**src/rtl/credit_vc_receiver.sv**
```systemverilog
// Credit-based virtual-channel receiver: one small FIFO per VC, drained through a
// single round-robin arbitrated valid/ack output that returns one credit per transfer.
module credit_vc_receiver #(
   parameter int VC_W  = 3,
   parameter int X_W   = 2,
   parameter int Y_W   = 2,
   parameter int D_W   = 128,
   parameter int DEPTH = 2
) (
   input  logic                 clk,
   input  logic                 rst,
   input  logic [VC_W-1:0]      vc_target,
   input  logic [X_W+Y_W-1:0]   in_addr,
   input  logic [D_W-1:0]       in_data,
   output logic [VC_W-1:0]      vc_credit_gnt,
   output logic                 o_v,
   output logic [X_W-1:0]       o_x,
   output logic [Y_W-1:0]       o_y,
   output logic [D_W-1:0]       o_data,
   output logic [VC_W-1:0]      o_vc,
   input  logic                 i_ack,
   output logic                 err,
   output logic                 idle
);

   localparam int A_W   = X_W + Y_W;
   localparam int E_W   = A_W + D_W;
   localparam int CNT_W = $clog2(DEPTH + 1);
   localparam int PTR_W = (DEPTH > 1) ? $clog2(DEPTH) : 1;
   localparam int IDX_W = (VC_W > 1) ? $clog2(VC_W) : 1;
   localparam int SUM_W = IDX_W + 1;
   localparam logic [CNT_W-1:0] FULL_C     = CNT_W'(DEPTH);
   localparam logic [PTR_W-1:0] LAST_PTR_C = PTR_W'(DEPTH - 1);
   localparam logic [IDX_W-1:0] LAST_VC_C  = IDX_W'(VC_W - 1);

   logic [E_W-1:0]   mem_q    [VC_W][DEPTH];
   logic [E_W-1:0]   mem_d    [VC_W][DEPTH];
   logic [CNT_W-1:0] count_q  [VC_W];
   logic [CNT_W-1:0] count_d  [VC_W];
   logic [PTR_W-1:0] rd_ptr_q [VC_W];
   logic [PTR_W-1:0] rd_ptr_d [VC_W];
   logic [PTR_W-1:0] wr_ptr_q [VC_W];
   logic [PTR_W-1:0] wr_ptr_d [VC_W];
   logic [IDX_W-1:0] rr_q, rr_d, sel_q, sel_d, arb_idx, scan_idx;
   logic [SUM_W-1:0] scan_sum;
   logic             o_v_q, o_v_d, err_q, err_d, idle_q, idle_d;
   logic [VC_W-1:0]  o_vc_q, o_vc_d, gnt_q, gnt_d, wr_en, pop_en;
   logic [A_W-1:0]   o_addr_q, o_addr_d;
   logic [D_W-1:0]   o_data_q, o_data_d;
   logic             multi_hot, xfer, ovf, arb_found;

   // A full VC refuses a write even when it is popped this cycle: its credit is still outstanding.
   always_comb begin
      multi_hot = (vc_target & (vc_target - VC_W'(1))) != {VC_W{1'b0}};
      xfer      = o_v_q & i_ack;
      ovf       = 1'b0;
      mem_d     = mem_q;
      count_d   = count_q;
      rd_ptr_d  = rd_ptr_q;
      wr_ptr_d  = wr_ptr_q;
      idle_d    = 1'b1;
      for (int k = 0; k < VC_W; k++) begin
         wr_en[k]  = !rst && !multi_hot && vc_target[k] && (count_q[k] != FULL_C);
         pop_en[k] = xfer && (sel_q == IDX_W'(k));
         ovf       = ovf | (!rst && !multi_hot && vc_target[k] && (count_q[k] == FULL_C));
         if (wr_en[k]) begin
            mem_d[k][wr_ptr_q[k]] = {in_addr, in_data};
            wr_ptr_d[k] = (wr_ptr_q[k] == LAST_PTR_C) ? {PTR_W{1'b0}} : wr_ptr_q[k] + PTR_W'(1);
         end else begin
            wr_ptr_d[k] = wr_ptr_q[k];
         end
         if (pop_en[k]) begin
            rd_ptr_d[k] = (rd_ptr_q[k] == LAST_PTR_C) ? {PTR_W{1'b0}} : rd_ptr_q[k] + PTR_W'(1);
         end else begin
            rd_ptr_d[k] = rd_ptr_q[k];
         end
         count_d[k] = count_q[k] + CNT_W'(wr_en[k]) - CNT_W'(pop_en[k]);
         idle_d     = idle_d & (count_d[k] == {CNT_W{1'b0}});
      end
      err_d = err_q | (!rst && multi_hot) | ovf;
   end

   // Round-robin search from rr_q; only registered counts are seen, so there is no write bypass.
   always_comb begin
      arb_found = 1'b0;
      arb_idx   = rr_q;
      scan_sum  = {SUM_W{1'b0}};
      scan_idx  = rr_q;
      for (int i = 0; i < VC_W; i++) begin
         scan_sum = {1'b0, rr_q} + SUM_W'(i);
         if (scan_sum >= SUM_W'(VC_W)) begin
            scan_sum = scan_sum - SUM_W'(VC_W);
         end else begin
            scan_sum = scan_sum;
         end
         scan_idx = scan_sum[IDX_W-1:0];
         if (!arb_found && (count_q[scan_idx] != {CNT_W{1'b0}})) begin
            arb_found = 1'b1;
            arb_idx   = scan_idx;
         end else begin
            arb_found = arb_found;
         end
      end
   end

   always_comb begin
      o_v_d    = o_v_q;
      sel_d    = sel_q;
      o_vc_d   = o_vc_q;
      o_addr_d = o_addr_q;
      o_data_d = o_data_q;
      rr_d     = rr_q;
      gnt_d    = xfer ? o_vc_q : {VC_W{1'b0}};
      if (o_v_q) begin
         if (i_ack) begin
            o_v_d = 1'b0;
            rr_d  = (sel_q == LAST_VC_C) ? {IDX_W{1'b0}} : sel_q + IDX_W'(1);
         end else begin
            o_v_d = 1'b1;
         end
      end else if (arb_found) begin
         o_v_d  = 1'b1;
         sel_d  = arb_idx;
         o_vc_d = VC_W'(1) << arb_idx;
         for (int k = 0; k < VC_W; k++) begin
            if (arb_idx == IDX_W'(k)) begin
               {o_addr_d, o_data_d} = mem_q[k][rd_ptr_q[k]];
            end else begin
               o_addr_d = o_addr_d;
            end
         end
      end else begin
         o_v_d = 1'b0;
      end
   end

   always_ff @(posedge clk) begin
      if (rst) begin
         for (int k = 0; k < VC_W; k++) begin
            count_q[k]  <= {CNT_W{1'b0}};
            rd_ptr_q[k] <= {PTR_W{1'b0}};
            wr_ptr_q[k] <= {PTR_W{1'b0}};
         end
         rr_q     <= {IDX_W{1'b0}};
         sel_q    <= {IDX_W{1'b0}};
         o_v_q    <= 1'b0;
         o_vc_q   <= {VC_W{1'b0}};
         o_addr_q <= {A_W{1'b0}};
         o_data_q <= {D_W{1'b0}};
         gnt_q    <= {VC_W{1'b0}};
         err_q    <= 1'b0;
         idle_q   <= 1'b1;
      end else begin
         count_q  <= count_d;
         rd_ptr_q <= rd_ptr_d;
         wr_ptr_q <= wr_ptr_d;
         rr_q     <= rr_d;
         sel_q    <= sel_d;
         o_v_q    <= o_v_d;
         o_vc_q   <= o_vc_d;
         o_addr_q <= o_addr_d;
         o_data_q <= o_data_d;
         gnt_q    <= gnt_d;
         err_q    <= err_d;
         idle_q   <= idle_d;
      end
   end

   // Storage needs no reset: validity is tracked by the counts alone.
   always_ff @(posedge clk) begin
      mem_q <= mem_d;
   end

   assign vc_credit_gnt = gnt_q;
   assign o_v           = o_v_q;
   assign o_x           = o_addr_q[A_W-1:Y_W];
   assign o_y           = o_addr_q[Y_W-1:0];
   assign o_data        = o_data_q;
   assign o_vc          = o_vc_q;
   assign err           = err_q;
   assign idle          = idle_q;

endmodule

```
**config.mk**
```make
export PLATFORM = sky130hd
export DESIGN_NAME = credit_vc_receiver
export DESIGN_NICKNAME = d
export VERILOG_FILES = /design/src/rtl/credit_vc_receiver.sv
export SDC_FILE = /design/constraint.sdc
export NUM_CORES = 1
export LEC_CHECK = 0
export ABC_AREA = 1
export BUFFER_PORTS_ARGS = -buffer_cell sky130_fd_sc_hd__buf_2
export CAP_MARGIN = 20
export CORE_MARGIN = 4
export CORE_UTILIZATION = 60
export DETAILED_ROUTE_END_ITERATION = 8
export HOLD_SLACK_MARGIN = 0.15
export PLACE_DENSITY = 0.77
export SLEW_MARGIN = 20
export SYNTH_ARGS = -nofsm -noshare
export SYNTH_HDL_FRONTEND = slang
export SYNTH_SLANG_ARGS = --single-unit
```
**constraint.sdc**
```tcl
create_clock -name clk -period 8.4 [get_ports clk]
set_clock_uncertainty 0.05 [all_clocks]
set_input_delay 0.42 -clock clk [delete_from_list [all_inputs] [get_ports clk]]
set_output_delay 0.42 -clock clk [all_outputs]
set_load 0.1 [all_outputs]
```
# After elaboration in Yosys (flattened, before gate mapping)
# Index checks and enable logic that the tools add are counted.
# word_totals
word_cells,177
register_bits,949
in_bits,138
# op_classes
add_sub_neg,19
mux,52
reduce_logical,37
magnitude_cmp,15
shifts,1
n_bitwise,19
n_eq_ne,10
# op_table
op,count
$mux W132,12
$bwmux W264,3
$demux W132 S1,3
$mux W128,3
$mux W2,13
$logic_and A1 B1 Y1,19
$ge A2 B2 Y1 const B,7
$bmux W2 S2,3
$mux W1,12
$mux W4,3
$not A1 Y2,6
$eq A2 B2 Y1 const B,5
$logic_not A2 Y1,5
$ge A3 B3 Y1 const B,3
$not A2 Y3,3
$add A1 B1 Y1 const B,6
$add A2 B1 Y2,3
$ge A3 B2 Y1 const B,2
$lt A2 B1 Y1 const B,3
$ne A2 B2 Y1 const B,3
$reduce_bool A2 Y1,3
$reduce_bool A3 Y1,2
$sub A2 B1 Y2,3
$sub A2 B2 Y2 const B,3
14 further kinds,25

# Depth between registers and ports, before layout
# Gate-level depths: netlist of run 1.
# depth
ltp_word,18
mapped_depth,18

# Worst setup path before layout of run 1
# Ideal clock, no wire load.
# synth_path
path_kind,in2reg
from,input rst
to,"register mem_q[264] (netlist name), enable pin"
setup_time_ps,626
arrival_ps,6580
stages,6
path_slack_ps,1144
path_buffers,1
t_required_ps,7724
path_cell_list,clkbuf_1 -> inv_1 -> nand4_1 -> a21oi_1 -> inv_1 -> nor2_1
# synth_between
elab_chain_cells,4
# synth_lines
element,line,text
"start, declared",11,"input logic rst,"
$logic_not A1 Y1,63,wr_en[k] = !rst && !multi_hot && vc_target[k] && (count_q[k] != FULL_C);
$logic_and A1 B1 Y1 (3 in a row),63,
"end signal, assigned",171,mem_q <= mem_d;
"end, declared",36,logic [E_W-1:0] mem_q [VC_W][DEPTH];
# Every way passes these cells.
# A chain may end at the register's enable or synchronous reset.

# Worst setup path in the final report of run 1
# layout_path
from,register rr_q[0]
to,"register o_data_q[85], in the netlist o_data[85]"
# layout_between
elab_chain_cells,17
# layout_lines
element,line,text
"start, declared",44,"logic [IDX_W-1:0] rr_q, rr_d, sel_q, sel_d, arb_idx, scan_idx;"
"start signal, assigned",144,rr_q <= {IDX_W{1'b0}};
"start signal, assigned",157,rr_q <= rr_d;
"parallel branches: the longest is 17 deep, another holds $add A2 B1 Y3",n/a,
"end signal, assigned",149,o_data_q <= {D_W{1'b0}};
"end signal, assigned",162,o_data_q <= o_data_d;
"end, declared",49,"logic [D_W-1:0] o_data_q, o_data_d;"
# Several ways; the timed one is not identified. The select of a mux whose other input is x is not followed.

==> run metrics, run 1 <==
CTS tree done; Final Cycle Share 49.79%; Min Clock Period, post-route 4.182 ns; Pre-antenna DRT Iters 6; IO Pins 279; Clock Power Share 26.6%; Hold Path Class in -> reg; Non-Filler Instances 4635; GRT Total Usage 27.60%; Max Cap Violations 0; Std-Cell Rows 91; CP cell instances inv_1, ha_1, inv_2, nand2_1, nand3_1, nand3_2, inv_2, nand3_2, nand2_1, nand2_8, nor2_4, buf_4, buf_4, nor2_1, nor2_1, nor2_1; HP Start vc_target[1]; H-Tree Depth 3; top area cells in the synthesized netlist edfxtp_1 63%, nand2_1 12%, dfxtp_1 8.4%, nand3_1 4.1%, nor2_1 3.1%; final setup vio count 0; Combinational Power Share 36.2%; share of cells above drive strength 1 12.48%; final hold vios 0; post-layout util 71.17%; total number of vias 25880; post-detail-place hpwl 47280 um; slowest stage delay, CP 0.85 ns; leakage power 17.38 nW; worst-skew pair later-pin latency 0.64 ns; first-pass GRT wire length 143300 um; Switching Fraction 41.13%; slowest stage cell, crit path buf_4; PortBufs 278; cts bufs inserted 92; Commonest cells post-synth 1191 x nand2_1, 792 x edfxtp_1, 314 x nor2_1, 309 x nand3_1, 157 x dfxtp_1; CTS root buf clkbuf_16; Worst R2R Start rr_q[0]; post-cts resize count 0; sequential share of power 37.1%; outcome complete, no violations; clk buf depth 3; worst setup path start rr_q[0]; RSZ-0062 raised after global routing no; clock sinks 949; Initial DRC Count 2357; total gr overflow 0; Finished Cell Area 44000 um^2; Worst EP arrival 4.65 ns; Place WS 3.718 ns; Core Box Area 61830 um^2; DP Cell Count 4317; Critical Path End Type register; Main synth FF type edfxtp_1; Nets 3860; final worst slack 4.218 ns; largest area contributor in the netlist edfxtp_1; Max IR drop VDD 320.4 uV; TNS Setup 0 ns; Post-Synthesis Cell Area 37540 um^2; post-synth cell types 27; die area 66640 um^2; final wirelength 92970 um; top-area cell type share of the netlist area 63.35%; Worst setup SP type register; Yosys reg bits 949; Die W 258.1 um; largest net degree at the start of global routing 141; Internal Power 8.918 mW; WS Path Type reg -> reg; placed cell area 39590 um^2; Synth Instances 3359; most frequent CP cell nor2_1; hold buffer count at cts 135; GP Congestion 0.8401; achievable clock frequency 0.2391 GHz; Post-synth ARST share 0%; DR WL/cell 20.06 um; number of global-route vias before repair 25460; Syn Area/Cell 11.18 um^2; Rel. slew slack 26.48%; Post-CTS Setup Bufs 0; critical path fanouts, max 86; most common cell in the netlist nand2_1; number of enable flip-flop cells after synthesis 792; synthesis-to-layout area growth 17.19%; Routed Antenna Nets 0; Final Max Slew Viols 0; Psw 6.232 mW; Cell Pwr Density 344.3 nW/um^2; Worst Tran Pin Value 1.103 ns; initial antenna violation count 10; clock-pin slew on the worst setup and hold paths 0.06 ns; Chip Height 258.1 um; WP data required 8.87 ns; Ys Warns 0; Via density 5.583; sequential area share after synthesis 71.72%; Initial Utilization 60.72%; drt drc 0; syn_nets 3507
power by group through the flow:
stage / combinational [mW] / sequential (mW) / clock, mW
finish: 5.49 / 5.62 / 4.04
global route: 5.93 / 5.65 / 4.29
CTS: 5.47 / 5.62 / 4.09
detailed placement: 5.37 / 5.71 / 0
global placement: 5.29 / 5.71 / 0
floorplan: 2.57 / 7.26 / 0
sequential cells by signal, summed over array words and instances (netlist names):
signal and cells:
o_v 1, idle 1, rd_ptr_q 3, err 1, o_addr_q 4, wr_ptr_q 3
o_data 128, sel_q 2, count_q 6, o_vc 3, rr_q 2, vc_credit_gnt 3
mem_q 792
routing by layer:
layer | vias up | track usage, % | share of wire, %
li1 | 12070 | - | -
met1 | 12410 | 36.65 | 39
met2 | 1178 | 46.00 | 49
met3 | 212 | 4.580 | 8.4
met4 | 6 | 11.11 | 3.2
met5 | - | 0 | 0.042
logic make-up (layout without fill, tap and decap cells):
group / Yosys count / count (layout) / synth area share, %
buffers and inverters: 293 / 724 / 3.159
xor gates and xnor gates: 6 / 6 / 0.1400
AOI/OAI and AO/OA: 152 / 152 / 2.063
other: 0 / 8 / 0
and+or+nand+nor: 1835 / 1835 / 19.55
DFF: 949 / 949 / 71.72
muxes: 114 / 114 / 3.039
adders and majority gates: 10 / 10 / 0.3333
metrics by stage:
stage | hold slack [ns] | total power, mW
final | 0.2542 | 15.15
after global routing | 0.2533 | 15.87
after floorplan | 0.4191 | 9.834
after CTS | 0.2168 | 15.18
after detailed placement | 0.3862 | 11.08
after global placement | 0.3934 | 11.00
cell type report:
cell class / instances / area (um^2)
timing repair buffer: 450 / 3118
tap: 837 / 1047
fill: 4158 / 17830
multi-input combinational: 2117 / 9518
clock inverter: 43 / 380.4
clock buffer: 129 / 2582
sequential: 949 / 26940
inverter: 102 / 395.4
antenna: 8 / 20.02
layout by cell type (no fill, tap or decap), drive strengths merged:
| cell | n |
|---|---|
| a31oi | 1 |
| clkbuf | 129 |
| a211oi | 3 |
| nor2 | 315 |
| diode | 8 |
| nand2 | 1194 |
| a21oi | 37 |
| nor3 | 6 |
| clkinv | 30 |
| clkinvlp | 3 |
| nand3 | 312 |
| dlygate4sd3 | 135 |
| o21ai | 110 |
| inv | 106 |
| dfxtp | 157 |
| nand3b | 2 |
| ha | 10 |
| xnor2 | 3 |
| xor2 | 3 |
| bufinv | 6 |
| o211a | 1 |
| nand4 | 6 |
| edfxtp | 792 |
| mux2i | 114 |
| buf | 315 |
worst paths after layout:
kind                      endpoint  depth (start not counted)  slack (ns)
setup / recovery        o_data[85]                         16        4.22
hold / removal                 err                          5        0.25
setup reg to reg        o_data[85]                         16        4.22
hold reg to reg   vc_credit_gnt[0]                          2        0.39
critical path: cells and delay by family (launching register included):
family	cells	cell delay [ns]
fa+ha+maj	1	0.39
buf+inv	5	1.52
flops	1	0.42
simple gates	10	1.59
Power figures use the tool's default switching activity.
==> run 2: changes to the inputs <==
--- a/config.mk
+++ b/config.mk
@@ -5,7 +5,7 @@
 export SDC_FILE = /design/constraint.sdc
 export NUM_CORES = 1
 export LEC_CHECK = 0
-export ABC_AREA = 1
+export ABC_AREA = 0
 export BUFFER_PORTS_ARGS = -buffer_cell sky130_fd_sc_hd__buf_2
 export CAP_MARGIN = 20
 export CORE_MARGIN = 4
==> constraint.sdc (replaced) <==
create_clock -name clk -period 4.4 [get_ports clk]
set_clock_uncertainty 0.05 [all_clocks]
set_input_delay 0.22 -clock clk [delete_from_list [all_inputs] [get_ports clk]]
set_output_delay 0.22 -clock clk [all_outputs]
set_load 0.1 [all_outputs]
==> run metrics, run 2 <==
outcome complete, no violations; Routed Antenna Nets 0; sequential area share after synthesis 71.75%; die area 66610 um^2; Synth Instances 2159; initial antenna violation count 7; HP Start vc_target[1]; Post-Synthesis Cell Area 37530 um^2; Max Cap Violations 0; cts bufs inserted 92; top-area cell type share of the netlist area 63.37%; max reg flops 792; Die W 258.1 um; WP data required 4.90 ns; internal reg-to-reg setup slack 1.07 ns; Std-Cell Rows 91; PortBufs 278; H-Tree Depth 3; most common cell after layout, fill and taps aside edfxtp_1; largest area contributor in the netlist edfxtp_1; Post-CTS Setup Bufs 0; Commonest cells post-synth 792 x edfxtp_1, 264 x mux2i_1, 227 x mux2_2, 184 x o211ai_1, 157 x dfxtp_1; TNS Setup 0 ns; Non-Filler Instances 3486; WS Path Type reg -> reg; leakage power 14.79 nW; final hold vios 0; placed cell area 40010 um^2; reg2reg end o_data[19]; Combinational Power Share 35.6%; achievable clock frequency 0.3006 GHz; top area cells in the synthesized netlist edfxtp_1 63%, dfxtp_1 8.4%, mux2i_1 7.0%, mux2_2 6.8%, o211ai_1 3.7%; commonest non-fill, non-tap cells in the layout 792 x edfxtp_1, 277 x buf_2, 264 x mux2i_1; Pre-antenna DRT Iters 6; Min Clock Period, post-route 3.327 ns; Final Max Slew Viols 0; Worst R2R Start rr_q[0]; drt drc 0; largest net degree at the start of global routing 135; Ys Warns 0; Post-synth ARST share 0%; Syn Area/Cell 17.38 um^2; share of cells above drive strength 1 29.75%; post-synth cell types 51; Final Cycle Share 75.60%; clock sinks 949; hold depth 5; Nets 2715; R2R cell count 9; RSZ-0062 raised after global routing no; number of enable flip-flop cells after synthesis 792; Main synth FF type edfxtp_1; Max IR drop VDD 721.5 uV; first-pass GRT wire length 133800 um; final wirelength 87510 um; IO Pins 279; Core Box Area 61830 um^2; total number of vias 21110; Chip Height 258.1 um; Yosys reg bits 949; CTS root buf clkbuf_16; worst-skew pair later-pin latency 0.63 ns; total gr overflow 0; Worst EP arrival 3.83 ns; Initial Utilization 60.70%; Hold Path Class in -> reg; GRT Total Usage 26.05%; Largest Register mem_q; Switching Fraction 40.54%; clock-pin slew on the worst setup and hold paths 0.06 ns; sequential share of power 38.4%; critical path fanouts, max 26; post-detail-place hpwl 45620 um; number of global-route vias before repair 22370; clk buf depth 3; Initial DRC Count 1711; CTS tree done; syn_nets 2307; Worst setup SP type register; Clock Power Share 26.0%; Critical Path End Type register; final setup vio count 0; GP Congestion 0.7645; synthesis-to-layout area growth 18.02%; Cell Pwr Density 649.8 nW/um^2; most common cell in the netlist edfxtp_1; DR WL/cell 25.10 um; Via density 6.057; Endpoint, Worst Hold wr_ptr_q[0]; Finished Cell Area 44290 um^2; Worst Tran Pin Value 1.000 ns; Psw 11.67 mW; DP Cell Count 3171; Rel. slew slack 33.31%; Internal Power 17.11 mW
-- run 2: cell types whose count changed after synthesis, sizes merged, moves of 131 or more --
cell / change
mux2: +266
mux2i: +150
nand2: -1184
nand3: -312
nand3b: +131
nor2: -292
o211ai: +264
-- run 2: final cells by class --
cell class,count,area (um^2)
multi-input combinational,1046,9898
inverter,13,48.80
clock inverter,43,315.3
clock buffer,129,2564
tap,837,1047
fill,3877,17530
sequential,949,26940
antenna,4,10.01
timing repair buffer,465,3471
-- run 2: power by group through the flow --
stage	sequential [mW]	clock, mW	combinational [mW]
final	11.1	7.49	10.2
after floorplan	15.5	0	3.53
after global placement	11.2	0	9.97
after CTS	11.0	7.60	10.2
after global routing	11.1	8.00	10.6
after detailed placement	11.2	0	10.1
-- run 2: kinds of logic (layout without fill, tap and decap cells) --
kind of cell,count (synthesis),count (layout),synth area share (%)
AOI/OAI and AO/OA,296,296,7.055
xor gates and xnor gates,12,12,0.2801
adders and majority gates,10,10,0.3334
buffers and inverters,164,650,2.024
DFF,949,949,71.75
muxes,530,530,15.02
other,0,4,0
and+or+nand+nor,198,198,3.537
-- run 2: how the worst max path moves through the flow --
stage                       endpoint  startpoint  slack (ns)
final                     o_data[19]     rr_q[0]        1.07
after global routing      o_data[17]     rr_q[0]        0.84
after CTS                 o_data[23]     rr_q[0]        1.09
after detailed placement  o_data[23]     rr_q[0]        1.14
after global placement    o_data[26]     rr_q[0]        1.22
after floorplan             mem_q[0]  count_q[1]       -0.39
-- run 2: per-layer routing --
layer  part of all wire (%)  global-route usage (%)  vias up
li1                       -                       -     9376
met1                     40                   34.61    10830
met2                     51                   44.57      758
met3                    7.0                   4.903      141
met4                    2.1                   7.249        6
met5                  0.039                       0        -
-- run 2: per-stage QoR --
stage	total power, mW	hold WS (ns)	worst slack, ns	util [%]
after floorplan	18.99	0.2656	-0.3940	-
after global placement	21.16	0.3892	1.216	64.72
after detailed placement	21.29	0.3913	1.144	64.72
after CTS	28.87	0.1825	1.085	71.62
after global routing	29.73	0.2609	0.8438	71.64
final	28.78	0.2245	1.073	71.64
-- run 2: timing repair --
action	in CTS	in global routing
hold buffers	139	0
resized for setup	0	0
endpoints found under the hold margin	803	0
-- run 2: worst max-delay path, stage by stage (launching register included) --
cell and delay, ns:
dfxtp_1 0.39, inv_1 0.09, ha_1 0.40, nor3_1 0.29, a211oi_1 0.11, o22a_1 0.26
a21oi_4 0.63, buf_4 0.45, mux2_2 0.39, o211ai_1 0.16
